<file path="config.mk">
export PLATFORM = sky130hd
export DESIGN_NAME = keylock_code_engine
export DESIGN_NICKNAME = d
export VERILOG_FILES = /design/src/rtl/keylock_code_engine.sv
export SDC_FILE = /design/constraint.sdc
export NUM_CORES = 1
export LEC_CHECK = 0
export ABC_CLOCK_PERIOD_IN_PS = 2500
export CORE_UTILIZATION = 55
export CTS_BUF_LIST = sky130_fd_sc_hd__clkbuf_16
export DETAILED_ROUTE_END_ITERATION = 16
export PLACE_DENSITY_LB_ADDON = 0.25
export SKIP_LAST_GASP = 1
export SYNTH_ARGS = -nofsm -noshare
export SYNTH_HDL_FRONTEND = slang
export SYNTH_SLANG_ARGS = --single-unit
</file>
<file path="constraint.sdc">
create_clock -name clk_i -period 2.5 [get_ports clk_i]
set_input_delay 0.25 -clock clk_i [delete_from_list [all_inputs] [get_ports clk_i]]
set_output_delay 0.25 -clock clk_i [all_outputs]
set_load 0.1 [all_outputs]
</file>
<file path="src/rtl/keylock_code_engine.sv">
// Keylock code engine: digit buffer, code comparison, user-code staging/commit,
// lock-state LED and the error/success blink sequencer.
module keylock_code_engine #(
    parameter int unsigned               N_DIGITS    = 4,
    parameter logic [4*N_DIGITS-1:0]     PROG_CODE   = 16'h1234,
    parameter int unsigned               BLINK_HALF  = 25000000,
    parameter int unsigned               BLINK_TIMES = 3
) (
    input  logic       clk_i,
    input  logic       reset_i,
    input  logic       rdy_i,
    input  logic [3:0] keypress_i,
    input  logic       check_pc_i,
    input  logic       check_valid_uc_i,
    input  logic       confirm_uc_i,
    input  logic       locking_i,
    input  logic       toggle_led1_i,
    input  logic       error_i,
    input  logic       chillin_i,
    output logic       match_o,
    output logic       valid_uc_o,
    output logic       done_blink_o,
    output logic       led1_o,
    output logic       blink_led_o,
    output logic [2:0] digit_count_o
);

    localparam int unsigned CW = 4 * N_DIGITS;
    localparam int unsigned TW = (BLINK_HALF > 1) ? $clog2(BLINK_HALF) : 1;
    localparam int unsigned PW = (BLINK_TIMES > 1) ? $clog2(BLINK_TIMES) : 1;
    localparam logic [2:0]    FULL_CNT  = 3'(N_DIGITS);
    localparam logic [TW-1:0] HALF_LAST = TW'(BLINK_HALF - 1);
    localparam logic [PW-1:0] PAIR_LAST = PW'(BLINK_TIMES - 1);

    localparam logic [1:0] StIdle = 2'd0;
    localparam logic [1:0] StOn   = 2'd1;
    localparam logic [1:0] StOff  = 2'd2;
    localparam logic [1:0] StDone = 2'd3;

    logic [CW-1:0] buf_q, buf_d, cand_q, cand_d, uc_q, uc_d;
    logic [2:0]    cnt_q, cnt_d;
    logic          ovf_q, ovf_d, uc_set_q, uc_set_d, led_q, led_d, prev_q;
    logic [1:0]    st_q, st_d;
    logic [TW-1:0] timer_q, timer_d;
    logic [PW-1:0] pairs_q, pairs_d;

    logic is_digit, is_cmd, is_repro, full, trig;

    assign is_digit = rdy_i & (keypress_i <= 4'd6);
    assign is_cmd   = rdy_i & (keypress_i >= 4'd7) & (keypress_i <= 4'd9);
    assign is_repro = rdy_i & (keypress_i == 4'd8);
    assign full     = (cnt_q == FULL_CNT) & ~ovf_q;
    assign trig     = (error_i | chillin_i) & ~prev_q;

    // Reference selection and comparison outputs
    always_comb begin
        match_o = 1'b0;
        if (check_pc_i) begin
            match_o = full & (buf_q == PROG_CODE);
        end else if (confirm_uc_i) begin
            match_o = full & (buf_q == cand_q);
        end else if (locking_i) begin
            match_o = full & uc_set_q & (buf_q == uc_q);
        end
        valid_uc_o = full & (buf_q != PROG_CODE);
    end

    // Digit entry, user-code staging/commit and lock-state next values
    always_comb begin
        buf_d    = buf_q;
        cnt_d    = cnt_q;
        ovf_d    = ovf_q;
        cand_d   = cand_q;
        uc_d     = uc_q;
        uc_set_d = uc_set_q;
        led_d    = toggle_led1_i ? ~led_q : led_q;
        if (is_cmd) begin
            buf_d = '0;
            cnt_d = '0;
            ovf_d = 1'b0;
        end else if (is_digit) begin
            if (cnt_q < FULL_CNT) begin
                buf_d = {buf_q[CW-5:0], keypress_i};
                cnt_d = cnt_q + 3'd1;
            end else begin
                ovf_d = 1'b1;
            end
        end
        if (check_valid_uc_i & is_repro & valid_uc_o) begin
            cand_d = buf_q;
        end
        if (confirm_uc_i & is_repro & match_o) begin
            uc_d     = cand_q;
            uc_set_d = 1'b1;
        end
    end

    // Blink sequencer next state; a trigger outside idle is ignored
    always_comb begin
        st_d    = st_q;
        timer_d = timer_q;
        pairs_d = pairs_q;
        unique case (st_q)
            StIdle: begin
                if (trig) begin
                    st_d    = StOn;
                    timer_d = '0;
                    pairs_d = '0;
                end
            end
            StOn: begin
                if (timer_q == HALF_LAST) begin
                    st_d    = StOff;
                    timer_d = '0;
                end else begin
                    timer_d = timer_q + 1'b1;
                end
            end
            StOff: begin
                if (timer_q == HALF_LAST) begin
                    timer_d = '0;
                    pairs_d = pairs_q + 1'b1;
                    st_d    = (pairs_q == PAIR_LAST) ? StDone : StOn;
                end else begin
                    timer_d = timer_q + 1'b1;
                end
            end
            default: st_d = StIdle;
        endcase
    end

    // State registers with synchronous reset
    always_ff @(posedge clk_i) begin
        if (reset_i) begin
            buf_q    <= '0;
            cnt_q    <= '0;
            ovf_q    <= 1'b0;
            cand_q   <= '0;
            uc_q     <= '0;
            uc_set_q <= 1'b0;
            led_q    <= 1'b0;
            prev_q   <= 1'b0;
            st_q     <= StIdle;
            timer_q  <= '0;
            pairs_q  <= '0;
        end else begin
            buf_q    <= buf_d;
            cnt_q    <= cnt_d;
            ovf_q    <= ovf_d;
            cand_q   <= cand_d;
            uc_q     <= uc_d;
            uc_set_q <= uc_set_d;
            led_q    <= led_d;
            prev_q   <= error_i | chillin_i;
            st_q     <= st_d;
            timer_q  <= timer_d;
            pairs_q  <= pairs_d;
        end
    end

    assign led1_o        = led_q;
    assign blink_led_o   = (st_q == StOn);
    assign done_blink_o  = (st_q == StDone);
    assign digit_count_o = cnt_q;

endmodule

</file>
==> results of run 1 <==
-- sequential cells by signal, summed over array words and instances, names as in the netlist --
name / flops
ovf_q: 1
cand_q: 16
uc_set_q: 1
digit_count_o: 3
prev_q: 1
led1_o: 1
uc_q: 16
st_q: 2
timer_q: 25
pairs_q: 2
buf_q: 16
-- cell usage after synthesis (2+ instances only) --
cell type and instances:
nand4_1 16, nor2_1 88, nand3b_1 3, nor4b_1 3, buf_6 4, nand2_1 13
xor2_1 17, nand3_1 13, and4bb_2 2, a41oi_1 3, xnor2_1 32, and3_1 6
o2bb2ai_1 2, nor4b_2 3, ha_1 9, nor2b_1 5, inv_1 7, dfxtp_1 84
nor4_1 4, a21o_1 2, nor3_1 8, mux2i_1 49, nor4_2 2, buf_2 3
a22oi_1 3, a21oi_1 7, o21ai_0 10, mux2_2 4, clkbuf_1 11
-- report_power, final --
part           leakage (nW)  switching, mW  internal, mW
clock                 0.156          0.481         0.753
combinational          1.01          0.461         0.242
sequential            0.680         0.0403          1.37
-- what timing repair did --
| action | 4_1_cts | 5_1_grt |
|---|---|---|
| setup endpoints to repair | 0 | 1 |
| hold buffers | 0 | 0 |
| resized for setup | 0 | 1 |
-- area by class of cell --
class,count,area (µm²),share of cell area
multi-input combinational,331,2330,0.497
sequential,84,1690,0.359
timing repair buffer,27,243,0.0517
clock buffer,9,225,0.0480
tap,99,124,0.0264
clock inverter,7,53.8,0.0115
inverter,7,26.3,0.00560
-- how the worst max path moves through the flow --
stage	slack, ns	end	from
global route	0.04	match_o	buf_q[2]
detailed placement	0.25	uc_q[9]	check_pc_i
global placement	0.31	uc_q[8]	check_pc_i
finish	0.19	match_o	buf_q[2]
floorplan	0.09	cand_q[11]	digit_count_o[2]
CTS	0.15	match_o	buf_q[11]
-- critical path: cells and delay by family (launching register included) --
| family | cells | cell delay, ns |
|---|---|---|
| buf+inv | 1 | 0.19 |
| compound gates | 1 | 0.19 |
| flops | 1 | 0.46 |
| simple gates | 3 | 0.67 |
| xor+xnor | 1 | 0.22 |
-- through the flow --
| step | worst slack [ns] | area [µm²] |
|---|---|---|
| final | 0.185 | 4690 |
| after global routing | 0.0355 | 4690 |
| after CTS | 0.148 | 4690 |
| after detailed placement | 0.253 | 4410 |
| after global placement | 0.311 | 4410 |
| after floorplan | 0.0919 | 4160 |
-- logic make-up (layout without fill, tap and decap cells) --
family | after synthesis | in the layout | share of synthesized area
DFF | 84 | 84 | 0.406
AOI/OAI and AO/OA | 37 | 37 | 0.0658
and+or+nand+nor | 183 | 183 | 0.235
xor gates and xnor gates | 49 | 49 | 0.104
adders and majority gates | 9 | 9 | 0.0272
buffers and inverters | 27 | 50 | 0.0338
muxes | 53 | 53 | 0.129
-- routing by layer --
| metal | routed length, µm | part of all wire |
|---|---|---|
| met1 | 3650 | 0.44 |
| met2 | 4160 | 0.50 |
| met3 | 281 | 0.034 |
| met4 | 154 | 0.019 |
| met5 | 0 | 0 |
==> impl_metrics.env, run 1 <==
export IMPL_status="finished, final reports clean"
export IMPL_maxCapViolations=0
export IMPL_clock_fmax_ghz=0.432
export IMPL_drc=0
export IMPL_finalPower_mw=3.35
export IMPL_dp_cells=548
export IMPL_tightest_slew_ns=0.708
export IMPL_antenna_found_initial=0
export IMPL_slew_viol_final=0
export IMPL_grt_setup_unrepaired="no"
export IMPL_clkSlewWorstSetupHoldPaths_ns=0.06
export IMPL_async_flop_share=0
export IMPL_root_buffer="clkbuf_16"
export IMPL_cp_arrival_ns=2.06
export IMPL_grt_usage=0.232
export IMPL_cp_required_ns=2.25
export IMPL_busiest_layer="met2"
export IMPL_rr_worst_depth=6
export IMPL_nets=483
export IMPL_hold_violations=0
export IMPL_ys_warn_count=0
export IMPL_syn_area_um2=4140
export IMPL_fillers=616
export IMPL_final_common_cell="nor2_1"
export IMPL_crit_fanout=6
export IMPL_met1_usage=0.264
export IMPL_ir_drop_mv=0.397
export IMPL_cts_setup_buffers=0
export IMPL_setup_viol=0
export IMPL_holdPathStages=3
export IMPL_power_leakage_nw=1.85
export IMPL_fin_worst_skew_ns=0.00574
export IMPL_min_to="timer_q[22]"
export IMPL_drive_gt1_frac=0.118
export IMPL_critPathMaxStageDelay_ns=0.46
export IMPL_clock_sinks=84
export IMPL_ant_nets=0
export IMPL_netlist_instances=442
export IMPL_grt_pass1_vias=3031
export IMPL_yosys_area_top_type="dfxtp_1"
export IMPL_synth_seq_cells=84
export IMPL_dr_total_vias=3103
export IMPL_period_needed_ns=2.31
export IMPL_synth_edff_count=0
export IMPL_synth_seq_area_share=0.406
export IMPL_worstReg2RegEnd="timer_q[20]"
export IMPL_final_cell_mix="nor2_1, dfxtp_1, mux2i_1, xnor2_1, xor2_1"
export IMPL_cts_inserted_buffers=9
export IMPL_drt_pass1_iterations=5
export IMPL_syn_avg_cell_area_um2=9.38
export IMPL_cpMostUsedCell="nand4_1"
export IMPL_row_count=31
export IMPL_synthToLayoutAreaGrowth_pct=13.2
export IMPL_hpwl_um=5830
export IMPL_die_w_um=88.8
export IMPL_crit_chain="xnor2_1, nand4_1, nor4b_1, nand4_1, o21ai_2, buf_12"
export IMPL_via_per_inst=5.50
export IMPL_criticalPathCategory="reg -> out"
export IMPL_grt_start_max_net_pins=47
export IMPL_reg2reg_slack_ns=0.30
export IMPL_period_share=0.926
export IMPL_antenna_cells=0
export IMPL_whs_ns=0.383
export IMPL_fp_coreArea_um2=7250
export IMPL_die_area_um2=7890
export IMPL_grt_util_met2=0.414
export IMPL_io_pins=22
export IMPL_clk_latency_ns=0.33
export IMPL_fp_dieH_um=88.8
export IMPL_cpMaxStageDelayCell="dfxtp_1"
export IMPL_met3_usage=0.0662
export IMPL_initial_core_util=0.571
export IMPL_final_setup_tns_ns=0
export IMPL_wl_um=8240
export IMPL_hp_start="reset_i"
export IMPL_grt_overflow_total=0
export IMPL_cts_tree="built"
export IMPL_r2r_start="timer_q[15]"
export IMPL_port_buffers=21
export IMPL_synth_distinct_cells=58
export IMPL_power_density_nw_per_um2=714
export IMPL_min_path_type="in -> reg"
export IMPL_slew_limit_headroom=0.527
export IMPL_layoutNonFillerInstCount=564
export IMPL_start_kind="flop"
export IMPL_synth_area_top_cells="dfxtp_1, mux2i_1, nor2_1, xnor2_1, xor2_1"
export IMPL_ctsHtreeMaxLevel=3
export IMPL_first_iter_violations=126
export IMPL_ys_flop_type="dfxtp_1"
export IMPL_synth_nets=465
export IMPL_wire_per_inst_um=14.6
export IMPL_fin_util=0.647
export IMPL_grt_pass1_wl_um=13800
export IMPL_yosysTopAreaCellShare=0.406
export IMPL_cp_end_kind="output port"
export IMPL_clockBufferDepth=2
export IMPL_place_congestion=0.838
No activity file was read; power rests on OpenSTA's default activity.
==> run 2, diff against run 1 <==
--- a/config.mk
+++ b/config.mk
@@ -9,6 +9,7 @@
 export CORE_UTILIZATION = 55
 export CTS_BUF_LIST = sky130_fd_sc_hd__clkbuf_16
 export DETAILED_ROUTE_END_ITERATION = 16
+export MAX_ROUTING_LAYER = met4
 export PLACE_DENSITY_LB_ADDON = 0.25
 export SKIP_LAST_GASP = 1
 export SYNTH_ARGS = -nofsm -noshare
==> impl_metrics.env, run 2 (synthesized netlist as in run 1, its figures left out) <==
export IMPL_status="finished, final reports clean"
export IMPL_cpMostUsedCell="nand4_1"
export IMPL_die_w_um=88.8
export IMPL_fp_coreArea_um2=7250
export IMPL_cts_inserted_buffers=9
export IMPL_min_path_type="in -> reg"
export IMPL_dr_total_vias=3103
export IMPL_cts_resized_gates=0
export IMPL_period_share=0.927
export IMPL_drc=0
export IMPL_clock_sinks=84
export IMPL_slew_viol_final=0
export IMPL_nets=483
export IMPL_internal_power_mw=2.37
export IMPL_power_density_nw_per_um2=714
export IMPL_port_buffers=21
export IMPL_fin_worst_skew_ns=0.00495
export IMPL_first_iter_violations=122
export IMPL_hold_buffers=0
export IMPL_row_count=31
export IMPL_antenna_found_initial=0
export IMPL_drive_gt1_frac=0.118
export IMPL_clkSlewWorstSetupHoldPaths_ns=0.06
export IMPL_slew_limit_headroom=0.528
export IMPL_cp_arrival_ns=2.07
export IMPL_place_congestion=0.851
export IMPL_hpwl_um=5830
export IMPL_final_setup_tns_ns=0
export IMPL_cts_setup_buffers=0
export IMPL_largest_reg_flops=25
export IMPL_antenna_cells=0
export IMPL_final_common_cell="nor2_1"
export IMPL_synthToLayoutAreaGrowth_pct=13.2
export IMPL_root_buffer="clkbuf_16"
export IMPL_die_area_um2=7890
export IMPL_ctsHtreeMaxLevel=3
export IMPL_wl_met2_um=4200
export IMPL_clock_fmax_ghz=0.431
export IMPL_wl_met3_um=272
export IMPL_period_needed_ns=2.32
export IMPL_cp_end_kind="output port"
export IMPL_grt_pass1_vias=3026
export IMPL_wl_um=8240
export IMPL_top_register="timer_q"
export IMPL_grt_pass1_wl_um=13800
export IMPL_via_per_inst=5.50
export IMPL_clk_latency_ns=0.33
export IMPL_grt_start_max_net_pins=47
export IMPL_cp_required_ns=2.25
export IMPL_switching_share=0.293
export IMPL_clkPwrFrac=0.368
export IMPL_fillers=616
export IMPL_fp_dieH_um=88.8
export IMPL_initial_core_util=0.571
export IMPL_final_cell_mix="nor2_1, dfxtp_1, mux2i_1, xnor2_1, xor2_1"
export IMPL_critPathMaxStageDelay_ns=0.46
export IMPL_dr_max_layer_used="met4"
export IMPL_grt_overflow_total=0
export IMPL_whs_ns=0.379
export IMPL_start_kind="flop"
export IMPL_wire_per_inst_um=14.6
export IMPL_clockBufferDepth=2
export IMPL_hold_violations=0
export IMPL_p_sw_mw=0.981
export IMPL_crit_fanout=6
export IMPL_crit_chain="xnor2_1, nand4_1, nor4b_1, nand4_1, o21ai_2, buf_12"
export IMPL_layoutNonFillerInstCount=564
export IMPL_setup_viol=0
export IMPL_grt_setup_unrepaired="no"
export IMPL_reg2reg_slack_ns=0.31
export IMPL_drt_met1_wl_um=3630
export IMPL_io_pins=22
export IMPL_ir_drop_mv=0.397
export IMPL_drt_pass1_iterations=5
export IMPL_maxCapViolations=0
export IMPL_pwr_share_comb=0.210
export IMPL_power_leakage_nw=1.85
export IMPL_cpMaxStageDelayCell="dfxtp_1"
export IMPL_cts_tree="built"
export IMPL_ant_nets=0
export IMPL_criticalPathCategory="reg -> out"
export IMPL_seqPwrFrac=0.422
export IMPL_grt_usage=0.240
export IMPL_dp_cells=548
export IMPL_tightest_slew_ns=0.706
-- run 2: final timing paths --
| path | endpoint | from | depth (start not counted) |
|---|---|---|---|
| max | match_o | buf_q[2] | 6 |
| min | timer_q[22] | reset_i | 3 |
| max reg2reg | timer_q[20] | timer_q[15] | 6 |
| min reg2reg | uc_set_q | uc_set_q | 2 |
-- run 2: worst max-delay path, delay by kind of cell, from the launching register on --
family                    cells  cell delay [ns]
and+or+nand+nor               3             0.67
DFF                           1             0.46
xor gates and xnor gates      1             0.22
AOI/OAI and AO/OA             1             0.19
buffers and inverters         1             0.19
-- run 2: through the flow --
stage	setup WS [ns]	power, mW	cell area, µm²	utilization
after global routing	0.0335	3.52	4690	0.647
after CTS	0.148	3.39	4690	0.647
after floorplan	0.0919	1.99	4160	-
final	0.182	3.35	4690	0.647
after global placement	0.311	2.13	4410	0.608
after detailed placement	0.253	2.15	4410	0.608
-- run 2: area by class of cell --
cell class / instances / area [µm²] / area share
sequential: 84 / 1690 / 0.359
timing repair buffer: 27 / 243 / 0.0517
clock buffer: 9 / 225 / 0.0480
clock inverter: 7 / 53.8 / 0.0115
inverter: 7 / 26.3 / 0.00560
multi-input combinational: 331 / 2330 / 0.497
tap: 99 / 124 / 0.0264
-- run 2: metal layers --
metal,track usage,up-vias
li1,-,1574
met1,0.264,1471
met2,0.414,44
met3,0.0718,14
met4,0.0762,0
met5,-,-
-- run 2: power by group through the flow --
stage               combinational [mW]  sequential, mW  clock [mW]
CTS                              0.708            1.41        1.27
detailed placement               0.705            1.44           0
global route                     0.776            1.42        1.33
global placement                 0.692            1.44           0
floorplan                        0.535            1.46           0
finish                           0.703            1.41        1.23
==> run 3, diff against run 2 <==
--- a/config.mk
+++ b/config.mk
@@ -6,7 +6,7 @@
 export NUM_CORES = 1
 export LEC_CHECK = 0
 export ABC_CLOCK_PERIOD_IN_PS = 2500
-export CORE_UTILIZATION = 55
+export CORE_UTILIZATION = 40
 export CTS_BUF_LIST = sky130_fd_sc_hd__clkbuf_16
 export DETAILED_ROUTE_END_ITERATION = 16
 export MAX_ROUTING_LAYER = met4
==> impl_metrics.env, run 3 (synthesized netlist as in run 1, its figures left out) <==
export IMPL_status="finished, final reports clean"
export IMPL_root_buffer="clkbuf_16"
export IMPL_final_cell_area_um2=4740
export IMPL_fillers=953
export IMPL_clock_sinks=84
export IMPL_setup_viol=0
export IMPL_cp_required_ns=2.25
export IMPL_cp_end_kind="output port"
export IMPL_die_area_um2=10800
export IMPL_io_pins=22
export IMPL_cp_arrival_ns=2.09
export IMPL_antenna_found_initial=0
export IMPL_clkPwrFrac=0.367
export IMPL_clock_fmax_ghz=0.428
export IMPL_min_to="timer_q[1]"
export IMPL_fin_util=0.479
export IMPL_reg2reg_slack_ns=0.33
export IMPL_grt_pass1_vias=2983
export IMPL_largest_reg_flops=25
export IMPL_busiest_layer="met2"
export IMPL_final_common_cell="nor2_1"
export IMPL_slew_viol_final=0
export IMPL_wl_um=8450
export IMPL_initial_core_util=0.418
export IMPL_clkSlewWorstSetupHoldPaths_ns=0.06
export IMPL_tightest_slew_ns=0.754
export IMPL_grt_usage=0.169
export IMPL_antenna_cells=0
export IMPL_rr_worst_depth=7
export IMPL_internal_power_mw=2.37
export IMPL_maxCapViolations=0
export IMPL_criticalPathCategory="reg -> out"
export IMPL_drive_gt1_frac=0.125
export IMPL_hold_violations=0
export IMPL_final_setup_tns_ns=0
export IMPL_hold_buffers=0
export IMPL_final_cell_mix="nor2_1, dfxtp_1, mux2i_1, xnor2_1, xor2_1"
export IMPL_cts_tree="built"
export IMPL_holdPathStages=2
export IMPL_first_iter_violations=91
export IMPL_row_count=36
export IMPL_place_area_um2=4470
export IMPL_met1_usage=0.192
export IMPL_post_place_ws_ns=0.220
export IMPL_cts_inserted_buffers=9
export IMPL_hpwl_um=6020
export IMPL_start_kind="flop"
export IMPL_period_needed_ns=2.34
export IMPL_slew_limit_headroom=0.496
export IMPL_min_path_type="in -> reg"
export IMPL_grt_start_max_net_pins=39
export IMPL_grt_setup_unrepaired="no"
export IMPL_clockBufferDepth=2
export IMPL_top_register="timer_q"
export IMPL_layoutNonFillerInstCount=598
export IMPL_grt_overflow_total=0
export IMPL_met3_usage=0.0497
export IMPL_ir_drop_mv=0.363
export IMPL_r2r_start="st_q[0]"
export IMPL_drt_pass1_iterations=4
export IMPL_power_density_nw_per_um2=707
export IMPL_switching_share=0.292
export IMPL_hp_start="reset_i"
export IMPL_cts_setup_buffers=0
export IMPL_fp_coreArea_um2=9910
export IMPL_ant_nets=0
export IMPL_crit_fanout=6
export IMPL_fin_worst_skew_ns=0.00787
export IMPL_pwr_share_comb=0.212
export IMPL_place_congestion=0.796
export IMPL_power_leakage_nw=1.84
export IMPL_via_per_inst=5.19
export IMPL_die_w_um=104
export IMPL_dr_total_vias=3103
export IMPL_synthToLayoutAreaGrowth_pct=14.5
export IMPL_fin_ws_ns=0.161
export IMPL_grt_util_met2=0.294
export IMPL_seqPwrFrac=0.421
export IMPL_whs_ns=0.269
export IMPL_nets=485
export IMPL_finalPower_mw=3.35
export IMPL_wire_per_inst_um=14.1
export IMPL_grt_pass1_wl_um=14200
export IMPL_worstReg2RegEnd="timer_q[23]"
export IMPL_period_share=0.936
export IMPL_fp_dieH_um=104
export IMPL_p_sw_mw=0.978
export IMPL_ctsHtreeMaxLevel=3
export IMPL_port_buffers=21
export IMPL_dp_cells=584
export IMPL_drc=0
export IMPL_clk_latency_ns=0.33
[run 3: changes by cell type in the layout (fill, tap and decap cells not counted)]
cell / change
dfxtp_2: +1
clkinv_1: +2
buf_4: +2
inv_1: -4
dfxtp_1: -1
[run 3: repair_timing]
item / CTS / global route
endpoints found under the hold margin: 0 / 0
gates resized for setup: 0 / 2
setup endpoints to repair: 0 / 1
[run 3: routing by layer]
| layer | up-vias | routed length, µm |
|---|---|---|
| li1 | 1574 | - |
| met1 | 1471 | 3780 |
| met2 | 52 | 4260 |
| met3 | 6 | 348 |
| met4 | 0 | 56 |
| met5 | - | 0 |
[run 3: worst max-delay path by stage]
stage	cells after the start	end	slack, ns	start
3_5_place_dp	7	uc_q[2]	0.22	check_pc_i
3_3_place_gp	7	uc_q[15]	0.27	check_pc_i
6_report	6	match_o	0.16	buf_q[11]
5_1_grt	6	match_o	0.02	buf_q[11]
4_1_cts	6	match_o	0.11	buf_q[2]
2_1_floorplan	7	cand_q[11]	0.09	digit_count_o[2]
[run 3: cell type report]
class,instances,area (µm²),area share
Tap cell,133,166,0.0351
Sequential cell,84,1690,0.356
Clock buffer,9,225,0.0475
Timing Repair Buffer,29,258,0.0543
Inverter,7,26.3,0.00554
Multi-Input combinational cell,331,2330,0.492
Clock inverter,5,46.3,0.00976
[run 3: power groups by stage]
stage / sequential [mW] / clock (mW) / combinational [mW]
floorplan: 1.46 / 0 / 0.535
global placement: 1.44 / 0 / 0.708
detailed placement: 1.44 / 0 / 0.722
CTS: 1.41 / 1.27 / 0.726
global route: 1.42 / 1.33 / 0.788
finish: 1.41 / 1.23 / 0.711
[run 3: worst max-delay path, cell delays in order, from the launching register on]
cell and delay, ns:
dfxtp_1 0.49, xnor2_1 0.21, nand4_1 0.14, nor4b_1 0.32, nand4_1 0.20, o21ai_2 0.21
buf_12 0.20
